$ cat src/rtl/chip8_mem_pkg.sv
// chip8_mem_pkg: shared widths, reserved-region bound, requester and arbiter-state enums, round-robin successor helper
package chip8_mem_pkg;
  localparam int ADDR_W = 12;
  localparam int DATA_W = 8;
  localparam logic [ADDR_W-1:0] RESERVED_END = 12'h1FF;
  typedef enum logic [1:0] {PORT_IF, PORT_DP, PORT_GP} port_e;
  typedef enum logic [2:0] {IDLE, RD_WAIT, FETCH_HI, FETCH_LO, WR_DONE} state_e;
  function automatic port_e next_port(input port_e p);
    return p == PORT_GP ? PORT_IF : p == PORT_IF ? PORT_DP : PORT_GP;
  endfunction
endpackage

$ cat src/rtl/mem_rr_pick.sv
// mem_rr_pick: combinational 3-way round-robin picker; req_i {gp,dp,if}, ptr_i first port to consider, grant_o one-hot, valid_o any request
module mem_rr_pick
  import chip8_mem_pkg::*;
(
  input  logic [2:0] req_i,
  input  port_e      ptr_i,
  output logic [2:0] grant_o,
  output logic       valid_o
);
  logic [2:0] rot;
  logic [2:0] pick;
  always_comb begin
    rot = ptr_i == PORT_IF ? req_i : ptr_i == PORT_DP ? {req_i[0], req_i[2:1]} : {req_i[1:0], req_i[2]};
    pick = rot[0] ? 3'b001 : rot[1] ? 3'b010 : rot[2] ? 3'b100 : 3'b000;
    grant_o = ptr_i == PORT_IF ? pick : ptr_i == PORT_DP ? {pick[1:0], pick[2]} : {pick[0], pick[2:1]};
    valid_o = |req_i;
  end
endmodule

$ cat src/rtl/mem_arbiter.sv
// mem_arbiter: round-robin share of single-port CHIP-8 memory between fetch (if_*, 16-bit big-endian opcode), data (dp_*, byte rd/wr) and sprite (gp_*, byte rd) ports; drives mem_* strobes, all outputs registered; MEM_ARBITER_WRITE_GUARD_EN blocks dp writes at or below RESERVED_END and adds wr_fault_o
module mem_arbiter #(
  parameter int ADDR_W = chip8_mem_pkg::ADDR_W
`ifdef MEM_ARBITER_WRITE_GUARD_EN
  , parameter logic [ADDR_W-1:0] RESERVED_END = chip8_mem_pkg::RESERVED_END
`endif
) (
  input  logic              clk,
  input  logic              rst_n,
  input  logic              if_req_i,
  input  logic [ADDR_W-1:0] if_addr_i,
  output logic              if_ack_o,
  output logic [15:0]       if_data_o,
  input  logic              dp_req_i,
  input  logic              dp_we_i,
  input  logic [ADDR_W-1:0] dp_addr_i,
  input  logic [7:0]        dp_wdata_i,
  output logic              dp_ack_o,
  output logic [7:0]        dp_rdata_o,
  input  logic              gp_req_i,
  input  logic [ADDR_W-1:0] gp_addr_i,
  output logic              gp_ack_o,
  output logic [7:0]        gp_rdata_o,
  output logic              mem_read_o,
  output logic [ADDR_W-1:0] mem_read_addr_o,
  input  logic [7:0]        mem_read_data_i,
  input  logic              mem_read_ack_i,
  output logic              mem_write_o,
  output logic [ADDR_W-1:0] mem_write_addr_o,
  output logic [7:0]        mem_write_data_o
`ifdef MEM_ARBITER_WRITE_GUARD_EN
  , output logic            wr_fault_o
`endif
);
  import chip8_mem_pkg::*;
  state_e state_q, state_d;
  port_e ptr_q, ptr_d, own_q, own_d;
  logic [2:0] grant;
  logic valid, blocked;
  logic [DATA_W-1:0] hi_q, hi_d, dp_rdata_q, dp_rdata_d, gp_rdata_q, gp_rdata_d, wdata_q, wdata_d;
  logic [15:0] if_data_q, if_data_d;
  logic [ADDR_W-1:0] raddr_q, raddr_d, waddr_q, waddr_d;
  logic if_ack_q, if_ack_d, dp_ack_q, dp_ack_d, gp_ack_q, gp_ack_d, rd_q, rd_d, wr_q, wr_d;
`ifdef MEM_ARBITER_WRITE_GUARD_EN
  logic fault_q, fault_d;
  assign blocked = dp_addr_i <= RESERVED_END;
  assign wr_fault_o = fault_q;
`else
  assign blocked = 1'b0;
`endif
  mem_rr_pick u_pick (
    .req_i  ({gp_req_i, dp_req_i, if_req_i}),
    .ptr_i  (ptr_q),
    .grant_o(grant),
    .valid_o(valid)
  );
  always_comb begin
    state_d = state_q;
    ptr_d = ptr_q;
    own_d = own_q;
    hi_d = hi_q;
    if_data_d = if_data_q;
    dp_rdata_d = dp_rdata_q;
    gp_rdata_d = gp_rdata_q;
    raddr_d = raddr_q;
    waddr_d = waddr_q;
    wdata_d = wdata_q;
    if_ack_d = 1'b0;
    dp_ack_d = 1'b0;
    gp_ack_d = 1'b0;
    rd_d = 1'b0;
    wr_d = 1'b0;
`ifdef MEM_ARBITER_WRITE_GUARD_EN
    fault_d = 1'b0;
`endif
    case (state_q)
      IDLE: if (valid) begin
        ptr_d = next_port(grant[0] ? PORT_IF : grant[1] ? PORT_DP : PORT_GP);
        if (grant[0]) begin
          rd_d = 1'b1;
          raddr_d = if_addr_i;
          state_d = FETCH_HI;
        end else if (grant[1] && dp_we_i) begin
          wr_d = !blocked;
          waddr_d = dp_addr_i;
          wdata_d = dp_wdata_i;
          state_d = WR_DONE;
        end else begin
          rd_d = 1'b1;
          raddr_d = grant[1] ? dp_addr_i : gp_addr_i;
          own_d = grant[1] ? PORT_DP : PORT_GP;
          state_d = RD_WAIT;
        end
      end
      RD_WAIT: if (mem_read_ack_i) begin
        dp_ack_d = own_q == PORT_DP;
        gp_ack_d = own_q == PORT_GP;
        dp_rdata_d = own_q == PORT_DP ? mem_read_data_i : dp_rdata_q;
        gp_rdata_d = own_q == PORT_GP ? mem_read_data_i : gp_rdata_q;
        state_d = IDLE;
      end
      FETCH_HI: if (mem_read_ack_i) begin
        hi_d = mem_read_data_i;
        rd_d = 1'b1;
        raddr_d = if_addr_i + ADDR_W'(1);
        state_d = FETCH_LO;
      end
      FETCH_LO: if (mem_read_ack_i) begin
        if_data_d = {hi_q, mem_read_data_i};
        if_ack_d = 1'b1;
        state_d = IDLE;
      end
      WR_DONE: begin
        dp_ack_d = 1'b1;
`ifdef MEM_ARBITER_WRITE_GUARD_EN
        fault_d = blocked;
`endif
        state_d = IDLE;
      end
      default: state_d = IDLE;
    endcase
  end
  always_ff @(posedge clk or negedge rst_n) begin
    if (!rst_n) begin
      state_q <= IDLE;
      ptr_q <= PORT_IF;
      own_q <= PORT_IF;
      hi_q <= '0;
      if_data_q <= '0;
      dp_rdata_q <= '0;
      gp_rdata_q <= '0;
      raddr_q <= '0;
      waddr_q <= '0;
      wdata_q <= '0;
      if_ack_q <= 1'b0;
      dp_ack_q <= 1'b0;
      gp_ack_q <= 1'b0;
      rd_q <= 1'b0;
      wr_q <= 1'b0;
`ifdef MEM_ARBITER_WRITE_GUARD_EN
      fault_q <= 1'b0;
`endif
    end else begin
      state_q <= state_d;
      ptr_q <= ptr_d;
      own_q <= own_d;
      hi_q <= hi_d;
      if_data_q <= if_data_d;
      dp_rdata_q <= dp_rdata_d;
      gp_rdata_q <= gp_rdata_d;
      raddr_q <= raddr_d;
      waddr_q <= waddr_d;
      wdata_q <= wdata_d;
      if_ack_q <= if_ack_d;
      dp_ack_q <= dp_ack_d;
      gp_ack_q <= gp_ack_d;
      rd_q <= rd_d;
      wr_q <= wr_d;
`ifdef MEM_ARBITER_WRITE_GUARD_EN
      fault_q <= fault_d;
`endif
    end
  end
  assign if_ack_o = if_ack_q;
  assign if_data_o = if_data_q;
  assign dp_ack_o = dp_ack_q;
  assign dp_rdata_o = dp_rdata_q;
  assign gp_ack_o = gp_ack_q;
  assign gp_rdata_o = gp_rdata_q;
  assign mem_read_o = rd_q;
  assign mem_read_addr_o = raddr_q;
  assign mem_write_o = wr_q;
  assign mem_write_addr_o = waddr_q;
  assign mem_write_data_o = wdata_q;
endmodule
$ cat config.mk
export PLATFORM = sky130hd
export DESIGN_NAME = mem_arbiter
export DESIGN_NICKNAME = d
export VERILOG_FILES = /design/src/rtl/chip8_mem_pkg.sv /design/src/rtl/mem_rr_pick.sv /design/src/rtl/mem_arbiter.sv
export SDC_FILE = /design/constraint.sdc
export NUM_CORES = 1
export LEC_CHECK = 0
export ABC_AREA = 1
export BUFFER_PORTS_ARGS = -buffer_cell sky130_fd_sc_hd__buf_2
export CAP_MARGIN = 20
export CORE_MARGIN = 2
export CORE_UTILIZATION = 50
export DETAILED_ROUTE_END_ITERATION = 10
export PLACE_DENSITY = 0.79
export SYNTH_ARGS = -nofsm -noshare
export SYNTH_HDL_FRONTEND = slang
export SYNTH_SLANG_ARGS = --single-unit
$ cat constraint.sdc
create_clock -name clk -period 3.9 [get_ports clk]
set_clock_uncertainty 0.2 [all_clocks]
set_input_delay 0.78 -clock clk [delete_from_list [all_inputs] [get_ports clk]]
set_output_delay 0.78 -clock clk [all_outputs]
set_load 0.05 [all_outputs]
* Word level (Yosys, flattened, before mapping)
Index checks and enable logic that the tools add are counted.
** Cells by class
- Add/subtract/negate cells :: 1
- Equality and inequality tests :: 12
- Mux-type cells :: 37
- Bitwise logic cells :: 2
- Reductions and logical operators :: 16
** Operators with widths (count)
- $mux W12 :: 5
- $mux W3 :: 10
- $pmux W12 S2 :: 1
- $add A12 B1 Y12 const B :: 1
- $mux W1 :: 12
- $mux W2 :: 6
- $reduce_and A4 Y1 :: 3
- $pmux W3 S3 :: 1
- $reduce_and A3 Y1 :: 3
- $eq A3 B2 Y1 const B :: 2
- $reduce_and A2 Y1 :: 3
- $eq A2 B1 Y1 const B :: 2
- $eq A2 B2 Y1 const B :: 2
- $logic_not A2 Y1 :: 2
- $ne A2 B1 Y1 const B :: 2
- $pmux W1 S2 :: 2
- $eq A3 B1 Y1 const B :: 1
- $eq A3 B3 Y1 const B :: 1
- $logic_not A3 Y1 :: 1
- $ne A3 B3 Y1 const B :: 1
- $reduce_or A3 Y1 :: 1
- $ne A2 B2 Y1 const B :: 1
- $not A1 Y1 :: 2
- $reduce_bool A2 Y1 :: 1
- 2 further kinds :: 2
** Word-level totals
- Bits in registers :: 84
- Bits of input ports :: 59
- Output and inout bits :: 69
- Logic and storage cells :: 83

* Logic depth before layout (Yosys ltp)
- Depth in word-level cells :: 13
- Gate-level depth with buffers :: 12
- Depth with buffers taken out :: 11

* By module
Synthesis repeated with hierarchy kept, for this count alone.
** Unflattened totals
- Cell total of the unflattened synthesis :: 507
- Area total of the unflattened synthesis :: 4033.9 um^2
** By module, submodules not included
- mem_arbiter :: instances 1, cells each 471, area an instance 3861.2 um^2, sequential area each 2102.0 um^2
- mem_rr_pick :: instances 1, cells each 36, area an instance 172.7 um^2, sequential area each 0.0 um^2

* Least setup slack after synthesis
No wires, ideal clock.
- Path type :: input-to-reg
- From :: input port dp_req_i
- To :: register raddr_q[1], in the netlist mem_read_addr_o[1]
- Library setup time :: 0.118 ns
- Arrival :: 1.747 ns
- Required time :: 3.582 ns
- Slack :: 1.836 ns
- Stages :: 11
- Cells stage by stage :: inv_1 nor2_1 nor2_2 nand3_2 nand2_1 nand4_4 nand2_4 buf_6 nor2_1 nand2_1 nand2_1
** On the way
- Word-level cells in the longest chain between the ends :: 12
** Ends and longest elaborated chain
- start: declaration :: line mem_arbiter.sv:14 : input logic dp_req_i,
- $mux W3 (2 in series) :: line mem_rr_pick.sv:13 : rot = ptr_i == PORT_IF ? req_i : ptr_i == PORT_DP ? {req_i[0], req_i[2:1]} : {req_i[1:0], req_i[2]};
- $mux W3 (3 in series) :: line mem_rr_pick.sv:14 : pick = rot[0] ? 3'b001 : rot[1] ? 3'b010 : rot[2] ? 3'b100 : 3'b000;
- $mux W2 (2 in series) :: line mem_rr_pick.sv:15 : grant_o = ptr_i == PORT_IF ? pick : ptr_i == PORT_DP ? {pick[1:0], pick[2]} : {pick[0], pick[2:1]};
- $mux W12 :: line mem_arbiter.sv:90 : raddr_d = grant[1] ? dp_addr_i : gp_addr_i;
- $mux W12 :: line mem_arbiter.sv:83 : end else if (grant[1] && dp_we_i) begin
- $mux W12 :: line mem_arbiter.sv:79 : if (grant[0]) begin
- $mux W12 :: line mem_arbiter.sv:77 : IDLE: if (valid) begin
- $pmux W12 S2 :: line mem_arbiter.sv:76 : case (state_q)
- end signal: assignment :: line mem_arbiter.sv:151 : raddr_q <= raddr_d;
- end: declaration :: line mem_arbiter.sv:42 : logic [ADDR_W-1:0] raddr_q, raddr_d, waddr_q, waddr_d;
Several ways; a longest one is shown, not always the timed one. The select of a mux whose other input is x is not followed.
A chain may end at the register's enable or synchronous reset.

* Final worst setup path
- From :: register state_q[2]
- To :: register raddr_q[3], in the netlist mem_read_addr_o[3]
** On the way
- Word-level cells in the longest chain between the ends :: 3
** Ends and longest elaborated chain
- start: declaration :: line mem_arbiter.sv:36 : state_e state_q, state_d;
- start signal: assignment :: line mem_arbiter.sv:144 : state_q <= state_d;
- $eq A3 B2 Y1 / $logic_not A3 Y1 (equally long branches) :: line mem_arbiter.sv:76
- $ne A2 B2 Y1 (no line) (tied with other cells)
- $reduce_and A4 Y1 (no line)
Several ways; a longest one is shown, not always the timed one.

==> impl_metrics.csv <==
group,metric,value,unit
sta,max_clock_freq,366,MHz
route,drt_wl_total,9.63,mm
sta,hold_viol,0,
place,port_buffers,127,
critical_path,path_class,"reg2reg",
global_routing,first_global_vias,3317,
yosys,yosys_warnings,0,
global_routing,grt_max_degree,85,
critical_path,cp.arrival,2.76,ns
sta,fin_ws,1.17,ns
layout,fin_util,65.5,%
layout,final_area,4780,µm²
critical_path,cp-end-kind,"flip-flop",
outcome,status,"finished, final reports clean",
sta,rsz0062_at_grt,"no",
route,final_antenna_net_count,0,
critical_path,reg2reg_depth,9,
route,drtIter0Drc,267,
critical_path,r2r_setup_slack,1.17,ns
layout,layout.nets,655,
yosys,synthMuxAreaShare,0,%
layout,nFillCells,657,
floorplanning,dieArea,8310,µm²
sta,layout_min_cycle_time,2.73,ns
yosys,yosys.area.top_type_share,55.4,%
floorplanning,die_h,91.1,µm
yosys,synthCells,469,
sta,worst_pin_slew,0.645,ns
route,viasPerCell,5.08,
layout,final_cell_count_no_fill,699,
yosys,synth_top_family_by_area,"simple AND/OR/NAND/NOR gates",
yosys,synth-edff-count,0,
route,routedWlPerCell,13.8,µm
yosys,syn_area,3800,µm²
yosys,avgSynthCellArea,8.09,µm²
clock_tree,cts_resized,0,
place,placed_area,4490,µm²
layout,diodes,0,
yosys,synth.net_count,529,
yosys,synth_compound_area_share,9.26,%
critical_path,cp_data_required_time,3.93,ns
yosys,synth-seq-cells,84,
yosys,synth_sequential_area_ratio,55.4,%
critical_path,reg2reg_from,"state_q[2]",
floorplanning,initial_utilization,52.1,%
global_routing,grt_pass1_wl,15.6,mm
flow_run,maxCapViolations,0,
global_routing,grtUsageTotal,23.6,%
clock_tree,htree_levels,3,
floorplanning,core_area,7290,µm²
power,p_leak,0.00269,µW
clock_tree,clk_latency,0.33,ns
floorplanning,die_w,91.1,µm
clock_tree,path_clk_slew,0.09,ns
global_routing,antenna_found_initial,0,
critical_path,crit_path_start_kind,"flip-flop",
layout,drive_above_1_share,26.5,%
sta,fin_setup_tns,0,ns
yosys,synthArstFlopShare,100,%
yosys,synth_xor_area_share,1.15,%
critical_path,critical_path.reg2reg.endpoint,"mem_read_addr_o[3]",
route,route.detailed.drc,0,
yosys,synth_fa_ha_area_share,0.330,%
floorplanning,num_rows,31,
place,dp_slack,1.06,ns
yosys,synth_area_leader_cell,"dfrtp_1",
clock_tree,post_cts_buffers,0,
min_path,hold_class,"in2async",
place,dpl.cell_count,682,
clock_tree,cts_tree,"yes",
clock_tree,clock-root-buffer,"clkbuf_8",
layout,syn2layout_area_growth,25.8,%
place,dp_hpwl,7.05,mm
route,vias,3551,
route,firstDrtPassIters,4,
floorplanning,ios,128,
yosys,synth_area_leaders,"dfrtp_1 55%, nand2_1 20%, o21ai_0 5.4%, nand3_1 3.4%, inv_1 3.0%",
critical_path,worstPathMaxFanout,19,
clock_tree,clock-sinks,84,
sta,setup_viol,0,
place,gp_congestion,0.891,
clock_tree,cts_buffers,9,
clock_tree,max-clock-path-buffers,2,
sta,finalMaxSlewViolations,0,
yosys,ys_types,27,
global_routing,gr-total-overflow,0,
yosys,yosys-top-cells-count,"198 x nand2_1, 84 x dfrtp_1, 41 x o21ai_0",
yosys,synth_ff_type,"dfrtp_1",
yosys,yosys.area_share.simple,28.8,%
clock_tree,ctsHoldBuffers,0,
yosys,yosysMostFrequentCell,"nand2_1",
power,ir_drop,0.594,mV
sta,slew-limit-headroom,56.9,%
sta,fin_crit_sh,70.0,%
power,p_per_area,1010,nW/µm²
layer usage:
metal / share of wire, % / GRT usage, % / up-vias
met1: 45 / 32.5 / 1675
met2: 48 / 38.5 / 119
met3: 4.8 / 3.57 / 18
li1: - / - / 1739
met5: 0 / 0 / -
met4: 2.0 / 7.95 / 0
worst max-delay path by stage:
| stage | start | end | slack, ns | cells past startpoint |
|---|---|---|---|---|
| 2_1_floorplan | dp_req_i | mem_read_addr_o[1] | 1.84 | 11 |
| 3_3_place_gp | dp_req_i | mem_write_data_o[3] | 1.18 | 9 |
| 3_5_place_dp | dp_req_i | mem_write_addr_o[7] | 1.06 | 9 |
| 4_1_cts | state_q[2] | mem_read_addr_o[3] | 1.17 | 9 |
| 5_1_grt | state_q[2] | mem_read_addr_o[3] | 0.93 | 9 |
| 6_report | state_q[2] | mem_read_addr_o[3] | 1.17 | 9 |
layout make-up:
class / instances / area (µm²) / share of cell area (%)
clock inverter: 5 / 106 / 2.23
clock buffer: 11 / 151 / 3.17
sequential: 84 / 2100 / 44.0
timing repair buffer: 128 / 666 / 13.9
multi-input combinational: 339 / 1500 / 31.5
tap: 99 / 124 / 2.59
inverter: 33 / 124 / 2.59
layout by cell type, fill, tap and decap left out, types with 2 or more instances in the layout:
master     netlist  final
nor2_1          29     29
nor2_2           6      6
clkbuf_8         0     11
inv_2            2      2
a31oi_1          2      2
a21oi_2          3      3
buf_2            3    126
o21ai_0         41     41
xnor2_1          2      2
nand2_1        198    198
dfrtp_1         84     84
xor2_1           3      3
nand3_1         26     26
nand4_1          3      3
inv_1           30     30
bufinv_16        0      3
a21oi_1         17     17
registers in the layout, indices dropped and copies added, names as in the netlist:
name,cells
if_data_o,16
mem_read_addr_o,12
mem_write_addr_o,12
dp_rdata_o,8
gp_rdata_o,8
hi_q,8
mem_write_data_o,8
state_q,3
own_q,2
ptr_q,2
dp_ack_o,1
gp_ack_o,1
if_ack_o,1
mem_read_o,1
mem_write_o,1
power by group:
part / internal [µW] / switching, µW
Clock: 463 / 309
Combinational: 602 / 1990
Sequential: 1250 / 218
Total: 2320 / 2510
per-stage QoR:
step / power [µW] / hold slack [ns]
2_1_floorplan: 3470 / 0.250
3_5_place_dp: 4070 / 0.258
5_1_grt: 5140 / 0.102
4_1_cts: 4850 / 0.278
3_3_place_gp: 4000 / 0.251
6_report: 4830 / 0.0925
critical path: stages, from the launching register on:
cell,delay (ns)
dfrtp_1,0.39
nor2_2,0.08
nand2_2,0.16
clkinv_1,0.45
nand2_1,0.57
nand2_1,0.20
nand2_4,0.25
inv_2,0.13
nor2_1,0.13
a21oi_1,0.06
kinds of logic (layout without fill, tap and decap cells):
logic type,Yosys count,after routing
AOI/OAI and AO/OA,66,66
xor gates and xnor gates,5,5
adders and majority gates,1,1
buffers and inverters,46,177
DFF,84,84
and+or+nand+nor,267,267
No activity file was read; power rests on OpenSTA's default activity.
